$ cat src/rtl/clause_scan_scheduler_pkg.sv
// clause_scan_scheduler_pkg: shared state encoding, legal patch sizes and window-count helpers
package clause_scan_scheduler_pkg;
  typedef enum logic [2:0] {S_IDLE, S_FETCH, S_LOAD, S_SCAN, S_DRAIN, S_STORE, S_DONE} state_t;
  localparam logic [2:0] PATCH_3 = 3'd3;
  localparam logic [2:0] PATCH_5 = 3'd5;
  localparam logic [2:0] PATCH_7 = 3'd7;
  function automatic int n_windows(input int dim, input int patch, input int stride);
    return (dim - patch) / stride + 1;
  endfunction
  function automatic logic cfg_legal(input logic [2:0] stride, input logic [2:0] patch);
    return stride != 3'd0 && (patch == PATCH_3 || patch == PATCH_5 || patch == PATCH_7);
  endfunction
endpackage

$ cat src/rtl/clause_scan_scheduler_if.sv
// clause_scan_scheduler_if: host control, clause memory and engine signals of the scheduler
interface clause_scan_scheduler_if #(
  parameter int IMG_WIDTH    = 32,
  parameter int IMG_HEIGHT   = 32,
  parameter int CLAUSEN      = 10,
  parameter int CLAUSE_WIDTH = 256
);
  logic                          start;
  logic [2:0]                    cfg_stride;
  logic [2:0]                    cfg_patch;
  logic                          busy;
  logic                          done;
  logic                          err;
  logic [CLAUSEN-1:0]            result;
  logic                          mem_rd;
  logic [$clog2(CLAUSEN)-1:0]    mem_addr;
  logic [CLAUSE_WIDTH-1:0]       mem_rdata;
  logic [CLAUSE_WIDTH-1:0]       clause_write;
  logic                          valid;
  logic                          clause_act;
  logic                          img_rst;
  logic [2:0]                    stride;
  logic [2:0]                    patch_size;
  logic [7:0]                    pe_en;
  logic [IMG_WIDTH-1:0]          px_therm;
  logic [$clog2(IMG_HEIGHT)-1:0] y_base;
  logic                          ipdone;
  logic                          clause_op;
  modport master (
    input  start, cfg_stride, cfg_patch, mem_rdata, clause_op,
    output busy, done, err, result, mem_rd, mem_addr, clause_write, valid, clause_act,
           img_rst, stride, patch_size, pe_en, px_therm, y_base, ipdone
  );
  modport slave (
    output start, cfg_stride, cfg_patch, mem_rdata, clause_op,
    input  busy, done, err, result, mem_rd, mem_addr, clause_write, valid, clause_act,
           img_rst, stride, patch_size, pe_en, px_therm, y_base, ipdone
  );
endinterface

$ cat src/rtl/clause_scan_scheduler_window_pos.sv
// window_pos_gen: patch window walker producing registered PE enables, x thermometer and last-window flag
module window_pos_gen #(
  parameter int IMG_WIDTH  = 32,
  parameter int IMG_HEIGHT = 32
) (
  input  logic                          clk,
  input  logic                          rst,
  input  logic                          clear,
  input  logic                          step,
  input  logic [2:0]                    stride,
  input  logic [2:0]                    patch,
  output logic [7:0]                    pe_en,
  output logic [IMG_WIDTH-1:0]          px_therm,
  output logic [$clog2(IMG_HEIGHT)-1:0] y_base,
  output logic                          last
);
  localparam int PW = $clog2(IMG_WIDTH) + 2;
  localparam int HW = $clog2(IMG_HEIGHT);
  logic [PW-1:0] s, p, x_q, x_d, y_q, y_d;
  logic on_q, on_d, col_end, row_end, last_q, last_d;
  logic [7:0] pe_en_q, pe_en_d;
  logic [IMG_WIDTH-1:0] therm_q, therm_d;
  logic [HW-1:0] yb_q, yb_d;
  assign s = PW'(stride);
  assign p = PW'(patch);
  // next window position; the walker parks on the last window and goes inactive
  always_comb begin
    col_end = x_q + s + p > PW'(IMG_WIDTH);
    row_end = y_q + (s << 3) + p > PW'(IMG_HEIGHT);
    on_d = clear || (on_q && !(step && col_end && row_end));
    x_d = clear ? '0 : (step && on_d) ? (col_end ? '0 : x_q + s) : x_q;
    y_d = clear ? '0 : (step && on_d && col_end) ? y_q + (s << 3) : y_q;
    for (int k = 0; k < 8; k++) pe_en_d[k] = on_d && (y_d + PW'(k) * s + p <= PW'(IMG_HEIGHT));
    for (int i = 0; i < IMG_WIDTH; i++) therm_d[i] = on_d && (PW'(i) < x_d);
    yb_d = on_d ? y_d[HW-1:0] : '0;
    last_d = on_d && (x_d + s + p > PW'(IMG_WIDTH)) && (y_d + (s << 3) + p > PW'(IMG_HEIGHT));
  end
  // position and decoded outputs
  always_ff @(posedge clk or negedge rst) begin
    if (!rst) begin
      x_q <= '0;
      y_q <= '0;
      on_q <= 1'b0;
      pe_en_q <= '0;
      therm_q <= '0;
      yb_q <= '0;
      last_q <= 1'b0;
    end else begin
      x_q <= x_d;
      y_q <= y_d;
      on_q <= on_d;
      pe_en_q <= pe_en_d;
      therm_q <= therm_d;
      yb_q <= yb_d;
      last_q <= last_d;
    end
  end
  assign pe_en = pe_en_q;
  assign px_therm = therm_q;
  assign y_base = yb_q;
  assign last = last_q;
endmodule

$ cat src/rtl/clause_scan_scheduler.sv
// clause_scan_scheduler: fetches each clause, sweeps all windows through the engine and collects results
module clause_scan_scheduler
  import clause_scan_scheduler_pkg::*;
#(
  parameter int IMG_WIDTH    = 32,
  parameter int IMG_HEIGHT   = 32,
  parameter int CLAUSEN      = 10,
  parameter int CLAUSE_WIDTH = 256,
  parameter int DRAIN_CYC    = 3
) (
  input logic                    clk,
  input logic                    rst,
  clause_scan_scheduler_if.master bus
);
  localparam int AW = $clog2(CLAUSEN);
  localparam int DW = $clog2(DRAIN_CYC) + 1;
  state_t st_q, st_d;
  logic [AW-1:0] c_q, c_d;
  logic [DW-1:0] dcnt_q, dcnt_d;
  logic busy_q, busy_d, done_q, done_d, err_q, err_d, mem_rd_q, mem_rd_d, load_q, load_d, act_q, act_d;
  logic [CLAUSEN-1:0] result_q, result_d;
  logic [CLAUSE_WIDTH-1:0] cw_q, cw_d;
  logic [2:0] stride_q, stride_d, patch_q, patch_d;
  logic legal, ipdone;
  window_pos_gen #(.IMG_WIDTH(IMG_WIDTH), .IMG_HEIGHT(IMG_HEIGHT)) u_pos (
    .clk, .rst,
    .clear(st_q == S_LOAD),
    .step(st_q == S_SCAN),
    .stride(stride_q),
    .patch(patch_q),
    .pe_en(bus.pe_en),
    .px_therm(bus.px_therm),
    .y_base(bus.y_base),
    .last(ipdone)
  );
  // sequencing and registered-output next values; load strobe lands with the captured word
  always_comb begin
    legal = cfg_legal(bus.cfg_stride, bus.cfg_patch);
    st_d = st_q;
    c_d = c_q;
    dcnt_d = dcnt_q;
    err_d = err_q;
    result_d = result_q;
    stride_d = stride_q;
    patch_d = patch_q;
    case (st_q)
      S_IDLE: if (bus.start) begin
        st_d = legal ? S_FETCH : S_DONE;
        err_d = !legal;
        c_d = '0;
        result_d = '0;
        stride_d = bus.cfg_stride;
        patch_d = bus.cfg_patch;
      end
      S_FETCH: st_d = S_LOAD;
      S_LOAD: st_d = S_SCAN;
      S_SCAN: begin
        dcnt_d = '0;
        st_d = ipdone ? S_DRAIN : S_SCAN;
      end
      S_DRAIN: begin
        dcnt_d = dcnt_q + 1'b1;
        st_d = (dcnt_q == DW'(DRAIN_CYC - 1)) ? S_STORE : S_DRAIN;
      end
      S_STORE: begin
        result_d[c_q] = bus.clause_op;
        c_d = c_q + 1'b1;
        st_d = (c_q == AW'(CLAUSEN - 1)) ? S_DONE : S_FETCH;
      end
      default: st_d = S_IDLE;
    endcase
    busy_d = st_d != S_IDLE;
    done_d = st_q == S_DONE;
    mem_rd_d = st_d == S_FETCH;
    load_d = st_q == S_LOAD;
    cw_d = (st_q == S_LOAD) ? bus.mem_rdata : cw_q;
    act_d = st_d == S_SCAN || st_d == S_DRAIN;
  end
  // state and output registers
  always_ff @(posedge clk or negedge rst) begin
    if (!rst) begin
      st_q <= S_IDLE;
      c_q <= '0;
      dcnt_q <= '0;
      busy_q <= 1'b0;
      done_q <= 1'b0;
      err_q <= 1'b0;
      mem_rd_q <= 1'b0;
      load_q <= 1'b0;
      act_q <= 1'b0;
      result_q <= '0;
      cw_q <= '0;
      stride_q <= '0;
      patch_q <= '0;
    end else begin
      st_q <= st_d;
      c_q <= c_d;
      dcnt_q <= dcnt_d;
      busy_q <= busy_d;
      done_q <= done_d;
      err_q <= err_d;
      mem_rd_q <= mem_rd_d;
      load_q <= load_d;
      act_q <= act_d;
      result_q <= result_d;
      cw_q <= cw_d;
      stride_q <= stride_d;
      patch_q <= patch_d;
    end
  end
  assign bus.busy = busy_q;
  assign bus.done = done_q;
  assign bus.err = err_q;
  assign bus.result = result_q;
  assign bus.mem_rd = mem_rd_q;
  assign bus.mem_addr = c_q;
  assign bus.clause_write = cw_q;
  assign bus.valid = load_q;
  assign bus.img_rst = load_q;
  assign bus.clause_act = act_q;
  assign bus.stride = stride_q;
  assign bus.patch_size = patch_q;
  assign bus.ipdone = ipdone;
endmodule
$ cat src/flat_wrapper.sv
// flat-port wrapper written by rule: the top's interface ports become plain ports
module clause_scan_scheduler_flat import clause_scan_scheduler_pkg::*;
#(
  parameter int IMG_WIDTH    = 32,
  parameter int IMG_HEIGHT   = 32,
  parameter int CLAUSEN      = 10,
  parameter int CLAUSE_WIDTH = 256,
  parameter int DRAIN_CYC    = 3
)
  (clk, rst, bus_start, bus_cfg_stride, bus_cfg_patch, bus_mem_rdata, bus_clause_op, bus_busy, bus_done, bus_err, bus_result, bus_mem_rd, bus_mem_addr, bus_clause_write, bus_valid, bus_clause_act, bus_img_rst, bus_stride, bus_patch_size, bus_pe_en, bus_px_therm, bus_y_base, bus_ipdone);
  clause_scan_scheduler_if #(.IMG_WIDTH(IMG_WIDTH), .IMG_HEIGHT(IMG_HEIGHT), .CLAUSEN(CLAUSEN), .CLAUSE_WIDTH(CLAUSE_WIDTH)) bus_i ();
  input logic clk;
  input logic rst;
  input wire logic [$bits(bus_i.start)-1:0] bus_start;
  input wire logic [$bits(bus_i.cfg_stride)-1:0] bus_cfg_stride;
  input wire logic [$bits(bus_i.cfg_patch)-1:0] bus_cfg_patch;
  input wire logic [$bits(bus_i.mem_rdata)-1:0] bus_mem_rdata;
  input wire logic [$bits(bus_i.clause_op)-1:0] bus_clause_op;
  output wire logic [$bits(bus_i.busy)-1:0] bus_busy;
  output wire logic [$bits(bus_i.done)-1:0] bus_done;
  output wire logic [$bits(bus_i.err)-1:0] bus_err;
  output wire logic [$bits(bus_i.result)-1:0] bus_result;
  output wire logic [$bits(bus_i.mem_rd)-1:0] bus_mem_rd;
  output wire logic [$bits(bus_i.mem_addr)-1:0] bus_mem_addr;
  output wire logic [$bits(bus_i.clause_write)-1:0] bus_clause_write;
  output wire logic [$bits(bus_i.valid)-1:0] bus_valid;
  output wire logic [$bits(bus_i.clause_act)-1:0] bus_clause_act;
  output wire logic [$bits(bus_i.img_rst)-1:0] bus_img_rst;
  output wire logic [$bits(bus_i.stride)-1:0] bus_stride;
  output wire logic [$bits(bus_i.patch_size)-1:0] bus_patch_size;
  output wire logic [$bits(bus_i.pe_en)-1:0] bus_pe_en;
  output wire logic [$bits(bus_i.px_therm)-1:0] bus_px_therm;
  output wire logic [$bits(bus_i.y_base)-1:0] bus_y_base;
  output wire logic [$bits(bus_i.ipdone)-1:0] bus_ipdone;
  assign bus_i.start = bus_start;
  assign bus_i.cfg_stride = bus_cfg_stride;
  assign bus_i.cfg_patch = bus_cfg_patch;
  assign bus_i.mem_rdata = bus_mem_rdata;
  assign bus_i.clause_op = bus_clause_op;
  assign bus_busy = bus_i.busy;
  assign bus_done = bus_i.done;
  assign bus_err = bus_i.err;
  assign bus_result = bus_i.result;
  assign bus_mem_rd = bus_i.mem_rd;
  assign bus_mem_addr = bus_i.mem_addr;
  assign bus_clause_write = bus_i.clause_write;
  assign bus_valid = bus_i.valid;
  assign bus_clause_act = bus_i.clause_act;
  assign bus_img_rst = bus_i.img_rst;
  assign bus_stride = bus_i.stride;
  assign bus_patch_size = bus_i.patch_size;
  assign bus_pe_en = bus_i.pe_en;
  assign bus_px_therm = bus_i.px_therm;
  assign bus_y_base = bus_i.y_base;
  assign bus_ipdone = bus_i.ipdone;
  clause_scan_scheduler #(.IMG_WIDTH(IMG_WIDTH), .IMG_HEIGHT(IMG_HEIGHT), .CLAUSEN(CLAUSEN), .CLAUSE_WIDTH(CLAUSE_WIDTH), .DRAIN_CYC(DRAIN_CYC)) u_core (.clk(clk), .rst(rst), .bus(bus_i));
endmodule
$ cat config.mk
export PLATFORM = sky130hd
export DESIGN_NAME = clause_scan_scheduler_flat
export DESIGN_NICKNAME = d
export VERILOG_FILES = /design/src/rtl/clause_scan_scheduler_pkg.sv /design/src/rtl/clause_scan_scheduler_if.sv /design/src/rtl/clause_scan_scheduler_window_pos.sv /design/src/rtl/clause_scan_scheduler.sv /design/src/flat_wrapper.sv
export SDC_FILE = /design/constraint.sdc
export NUM_CORES = 1
export LEC_CHECK = 0
export ABC_AREA = 1
export CAP_MARGIN = 20
export CELL_PAD_IN_SITES_DETAIL_PLACEMENT = 1
export CELL_PAD_IN_SITES_GLOBAL_PLACEMENT = 2
export CORE_UTILIZATION = 23
export DETAILED_ROUTE_END_ITERATION = 6
export GPL_TIMING_DRIVEN = 0
export PLACE_DENSITY = 0.75
export RECOVER_POWER = 50
export SYNTH_ARGS = -nofsm -noshare
export SYNTH_HDL_FRONTEND = slang
export SYNTH_HIERARCHICAL = 1
export SYNTH_SLANG_ARGS = --single-unit
$ cat constraint.sdc
create_clock -name clk -period 5.5 [get_ports clk]
set_clock_uncertainty 0.15 [all_clocks]
set_input_delay 1.65 -clock clk [delete_from_list [all_inputs] [get_ports clk]]
set_output_delay 1.65 -clock clk [all_outputs]
set_load 0.03 [all_outputs]
## Word level (Yosys, flattened, before mapping)

Cells that the tools add are included.
Widths: inputs -> output; s select.

- Register bits: 349
- Latch bits: 0
- RAM bits: 0
- Memory bits (read-only): 0
- Input port bits: 266
- Output and inout port bits: 329
- Word-level logic and storage cells: 192
- Memories kept: 0

- Add/subtract/negate cells: 25
- Multipliers: 4
- Div/mod/pow operators: 0
- Magnitude comparators: 46
- Equality and inequality tests: 15
- Shifts and indexed selects: 0
- Multiplexer cells: 20
- Bitwise gates (word level): 0
- Reduce and logical (&&, ||, !) cells: 62

Operators with widths:

| kind | number |
|---|---|
| $lt 5x7->1 const A | 16 |
| $add 7x3->7 | 15 |
| $le 7x6->1 const B | 8 |
| $lt 4x7->1 const A | 8 |
| $logic_and 1x1->1 | 49 |
| $add 7x6->7 | 5 |
| $mux 7 | 5 |
| $gt 7x6->1 const B | 4 |
| $lt 3x7->1 const A | 4 |
| $pmux 10 s2 | 1 |
| $eq 3x3->1 const B | 6 |
| $pmux 3 s6 | 1 |
| $eq 3x2->1 const B | 5 |
| $add 7x5->7 | 2 |
| $lt 1x7->1 const A | 2 |
| $lt 2x7->1 const A | 2 |
| $mul 3x3->6 const A | 2 |
| $mux 3 | 4 |
| $bwmux 10 | 1 |
| $mul 2x3->5 const A | 2 |
| $mux 10 | 1 |
| $pmux 4 s2 | 1 |
| $add 7x4->7 | 1 |
| $eq 3x1->1 const B | 2 |
| 17 further kinds | 25 |

## Logic depth before layout (Yosys ltp)

- Depth after elaboration: 16
- Mapped depth: 33
- Gate-level depth less buffers: 32

## By module

Netlist, hierarchy kept.

Modules (own cells, without submodules):

| module | instances | cells each | area each (um^2) | sequential area each (um^2) |
|---|---|---|---|---|
| clause_scan_scheduler | 1 | 1268 | 11172.0 | 7206.9 |
| window_pos_gen | 1 | 679 | 5766.8 | 1526.5 |

## Least setup slack after synthesis

Ideal clock, no wire load.

- Kind: register to register
- From: register u_core.stride_q[0] (netlist: u_core/bus.stride[0])
- To: register u_core.u_pos.pe_en_q[7] (netlist: u_core/u_pos/pe_en[7])
- Library setup time: 0.120 ns
- Data arrival time: 5.647 ns
- Data required time: 5.230 ns
- Path slack: -0.417 ns
- Cell stages (with the launch flop): 29
- Buffers on the path: 0
- Clock period less this slack: 5.917 ns
- Cell sequence: dfrtp_1 ha_1 fa_1 fa_1 xor2_1 nor3_1 nand2_1 nor2_1 nand2_1 nand2_2 nand2_4 nand2_4 nand2_8 nand2_8 nand3_2 nand2_1 nand2_1 nor2_1 fa_1 ha_1 ha_1 nand2_1 nor2_1 a211oi_1 o21bai_1 a21oi_1 xnor2_1 xor2_1 and3_1

- Word-level cells in the longest chain between the ends: 16
- Elaborated cells on any way between the ends: 20
- Classes of those cells: 6 x add/sub; 1 x mul; 3 x order compare; 2 x mux; 8 x reduce/logical

Ends and longest elaborated chain:

| element | RTL line | text |
|---|---|---|
| start, declared | clause_scan_scheduler.sv:23 | `logic [2:0] stride_q, stride_d, patch_q, patch_d;` |
| start signal, assigned | clause_scan_scheduler.sv:107 | `stride_q <= stride_d;` |
| $add 7x3->7 (2 in a row) | clause_scan_scheduler_window_pos.sv:28 | `col_end = x_q + s + p > PW'(IMG_WIDTH);` |
| $gt 7x6->1 | clause_scan_scheduler_window_pos.sv:28 |  |
| $logic_and 1x1->1 (2 in a row) | clause_scan_scheduler_window_pos.sv:30 | `on_d = clear \|\| (on_q && !(step && col_end && row_end));` |
| $logic_not 1->1 | clause_scan_scheduler_window_pos.sv:30 |  |
| $logic_and 1x1->1 | clause_scan_scheduler_window_pos.sv:30 |  |
| $logic_or 1x1->1 | clause_scan_scheduler_window_pos.sv:30 |  |
| $logic_and 1x1->1 (2 in a row) | clause_scan_scheduler_window_pos.sv:32 | `y_d = clear ? '0 : (step && on_d && col_end) ? y_q + (s << 3) : y_q;` |
| $mux 7 (*) (2 in a row) | clause_scan_scheduler_window_pos.sv:32 |  |
| net u_core.u_pos.y_d[3] | clause_scan_scheduler_window_pos.sv:19 | `logic [PW-1:0] s, p, x_q, x_d, y_q, y_d;` |
| $add 7x6->7 (*) | clause_scan_scheduler_window_pos.sv:33 | `for (int k = 0; k < 8; k++) pe_en_d[k] = on_d && (y_d + PW'(k) * s + p <= PW'(IMG_HEIGHT));` |
| $add 7x3->7 (*) | clause_scan_scheduler_window_pos.sv:33 |  |
| $le 7x6->1 (*) | clause_scan_scheduler_window_pos.sv:33 |  |
| $logic_and 1x1->1 (*) | clause_scan_scheduler_window_pos.sv:33 |  |
| net u_core.u_pos.pe_en_d[7] | clause_scan_scheduler_window_pos.sv:21 | `logic [7:0] pe_en_q, pe_en_d;` |
| end signal, assigned | clause_scan_scheduler_window_pos.sv:52 | `pe_en_q <= pe_en_d;` |
| end, declared | clause_scan_scheduler_window_pos.sv:21 |  |

The timed path passes the listed nets; every way through them passes the cells marked *.
A chain may end at the register's enable or synchronous reset.

## Worst setup path in the final report

Ends and elaborated chain as after synthesis.

==> impl_metrics.py <==
metrics = {
    "route": {
        "drt-pass1-iter-count": 4,
        "routed_wl_um": 74900,
        "initialDrtViolationCount": 722,
        "routed_via_density": 4.32,
        "drc": 0,
        "wl_per_cell_um": 20.7,
        "route.vias.total": 15671,
        "ant_nets": 0,
    },
    "sta": {
        "finalMaxSlewViolations": 0,
        "finalCritPeriodShare": 0.966,
        "clock.fmax_ghz": 0.188,
        "slew_headroom": 0.361,
        "rsz0062_at_grt": "yes",
        "final-setup-viol-count": 0,
        "whs_ns": 0.319,
        "period_needed_ns": 5.32,
        "finalWorstSetupSlack_ns": 0.185,
        "fin_tns_setup_ns": 0,
        "hold_viol": 0,
        "worstMarginPinSlew_ns": 0.955,
    },
    "clock_network": {
        "htree_levels": 2,
        "clock_latency_ns": 0.58,
        "root_buffer": "clkbuf_16",
        "cts.sinks": 349,
        "cts_hold_buf": 0,
        "clk_pin_slew_worst_paths_ns": 0.06,
        "cts_buffer_depth": 3,
        "cts_buffers": 44,
        "cts_tree": "done",
    },
    "synth": {
        "synth_top_area_share": 0.516,
        "synthArstFlopShare": 1.00,
        "synth-seq-area-share": 0.516,
        "yosys-top-cells-area": "dfrtp_1, nand2_1, ha_1, fa_1, inv_1",
        "yosysWarnings": 6,
        "synth_edf_count": 0,
        "synth_top_flop_cell": "dfrtp_1",
        "ys_ff_latch": 349,
        "yosysMostFrequentCell": "nand2_1",
        "synth_cell_types": 50,
        "synth_top_cells_by_count": "nand2_1, dfrtp_1, inv_1",
        "yosys.area.top_type": "dfrtp_1",
        "synth_fp_nets": 2328,
        "syn-mean-instance-area_um2": 8.70,
        "syn_area_mm2": 0.0169,
        "syn-instance-count": 1947,
    },
    "worst_hold_path": {
        "hold_end": "u_core/bus.clause_write[223]",
        "hp-start": "u_core/bus.clause_write[223]",
        "holdPathStages": 2,
        "hold_path.class": "reg -> reg",
    },
    "flow_run": {
        "drv_cap": 0,
    },
    "critical_path": {
        "crit_required_ns": 5.85,
        "cp.arrival_ns": 5.66,
        "end_kind": "flip-flop",
        "r2r_cells": 31,
        "startpoint_type": "flip-flop",
        "critical_path_class": "reg -> reg",
        "worstPathMaxFanout": 5,
        "max_stage_delay_ns": 0.57,
        "cpMaxStageDelayCell": "fa_2",
        "rrSetupSlack_ns": 0.18,
        "r2r-start": "u_core/bus.stride[0]",
        "r2r_end": "u_core/u_pos/pe_en[7]",
    },
    "placement": {
        "port_buffers": 594,
        "dp_hpwl_um": 58800,
        "place_congestion": 0.883,
        "post-place-ws_ns": -1.00,
    },
    "floorplan": {
        "core_mm2": 0.0730,
        "fp-row-count": 99,
        "start_util": 0.232,
        "die-area_mm2": 0.0747,
        "die-height_um": 273,
        "die_w_um": 273,
        "io_pins": 595,
    },
    "grt": {
        "grt_pass1_wl_um": 109000,
        "grt_antenna_before_repair": 22,
        "grt_max_degree": 113,
        "grt_remaining_overflow": 0,
        "grt_pass1_vias": 16691,
        "track_usage": 0.195,
    },
    "power": {
        "finalPower_mw": 19.6,
        "pwr_density_cell_mw_per_mm2": 747,
        "peakVddDrop_v": 0.000352,
        "leakage_nw": 12.8,
    },
    "status": {
        "status": "complete, no violations",
    },
    "final_layout": {
        "synthToLayoutAreaGrowth_pct": 54.5,
        "drive_gt1_frac": 0.0984,
        "nNetsFinal": 2999,
    },
}
[registers in the layout, indices dropped and copies added (netlist names)]
| name | count |
|---|---|
| u_core/bus.busy | 1 |
| u_core/bus.clause_act | 1 |
| u_core/bus.clause_write | 256 |
| u_core/bus.done | 1 |
| u_core/bus.err | 1 |
| u_core/bus.img_rst | 1 |
| u_core/bus.mem_addr | 4 |
| u_core/bus.mem_rd | 1 |
| u_core/bus.patch_size | 3 |
| u_core/bus.result | 10 |
| u_core/bus.stride | 3 |
| u_core/dcnt_q | 3 |
| u_core/st_q | 3 |
| u_core/u_pos/last | 1 |
| u_core/u_pos/on_q | 1 |
| u_core/u_pos/pe_en | 8 |
| u_core/u_pos/px_therm | 32 |
| u_core/u_pos/x_q | 7 |
| u_core/u_pos/y_base | 5 |
| u_core/u_pos/y_q | 7 |
[metrics by stage]
stage / instances / instance area, um2 / util
2_1_floorplan: 1947 / 17000 / -
3_3_place_gp: 3500 / 24100 / 0.330
3_5_place_dp: 3503 / 24200 / 0.332
4_1_cts: 3604 / 25900 / 0.356
5_1_grt: 3623 / 26200 / 0.359
6_report: 3624 / 26200 / 0.359
[logic make-up after synthesis]
group | Yosys count | share of synthesized area
compound gates | 110 | 0.0380
xor+xnor | 40 | 0.0207
fa+ha+maj | 115 | 0.100
buf+inv | 221 | 0.0571
flops | 349 | 0.516
simple gates | 1112 | 0.268
[per-layer routing]
| metal | vias up | global-route usage | share of wire |
|---|---|---|---|
| met5 | - | 0 | 0.00071 |
| met4 | 8 | 0.0867 | 0.039 |
| met3 | 133 | 0.0538 | 0.067 |
| met2 | 445 | 0.327 | 0.48 |
| met1 | 7689 | 0.232 | 0.41 |
| li1 | 7396 | - | - |
[report_power, final]
| group | internal (mW) | total (mW) | leakage (nW) | switching [mW] |
|---|---|---|---|---|
| registers | 3.81 | 4.57 | 4.31 | 0.760 |
| logic | 4.44 | 12.1 | 7.74 | 7.64 |
| clock network | 1.70 | 2.91 | 0.715 | 1.21 |
[critical path, delay by kind of cell, from the launching register on]
kind | cells | cell delay, ns
fa+ha+maj | 6 | 1.89
flops | 1 | 0.53
simple gates | 18 | 1.51
compound gates | 3 | 0.48
xor+xnor | 3 | 0.48
buf+inv | 1 | 0.19
[how the worst max path moves through the flow]
stage / from / end / slack [ns] / depth (start not counted)
final: u_core/bus.stride[0] / u_core/u_pos/pe_en[7] / 0.18 / 31
after global routing: u_core/bus.stride[0] / u_core/u_pos/pe_en[7] / -0.11 / 31
after CTS: u_core/bus.stride[0] / u_core/u_pos/pe_en[7] / 0.02 / 27
after detailed placement: u_core/bus.stride[2] / u_core/u_pos/pe_en[7] / -1.00 / 31
after global placement: rst / u_core/bus.stride[0] / -16.29 / 1
after floorplan: u_core/bus.stride[0] / u_core/u_pos/pe_en[5] / 0.04 / 32
[layout make-up]
type | instances | area, um2
multi-input combinational | 1377 | 7510
sequential | 349 | 8750
fill | 8402 | 46800
inverter | 154 | 587
timing repair buffer | 625 | 6250
buffer | 67 | 388
tap | 959 | 1200
antenna | 13 | 32.5
clock inverter | 13 | 148
clock buffer | 67 | 1310
[layout by cell type, fill, tap and decap left out, drive strengths merged, types with 2 or more instances in the layout]
cell,n
o21ai,44
clkinv,12
nand2,959
a31oi,3
o41ai,2
dfrtp,349
and3,3
ha,80
a21oi,37
nand4,11
xor2,27
nor3,7
nor4,2
buf,96
nand3,66
and2,3
nor2,56
clkdlybuf4s50,586
nand3b,3
o211ai,6
or2,2
fa,35
clkbuf,70
xnor2,13
o31ai,10
diode,13
inv,151
o21bai,2
dlygate4sd3,7
clkinvlp,3
[timing repair]
| item | CTS | global route |
|---|---|---|
| pin swaps | 18 | 37 |
| resized for setup | 25 | 33 |
| setup endpoints to repair | 7 | 6 |
| setup buffers | 21 | 7 |
| gates cloned | 0 | 0 |
Note: power is estimated with default switching activity, not from simulation.
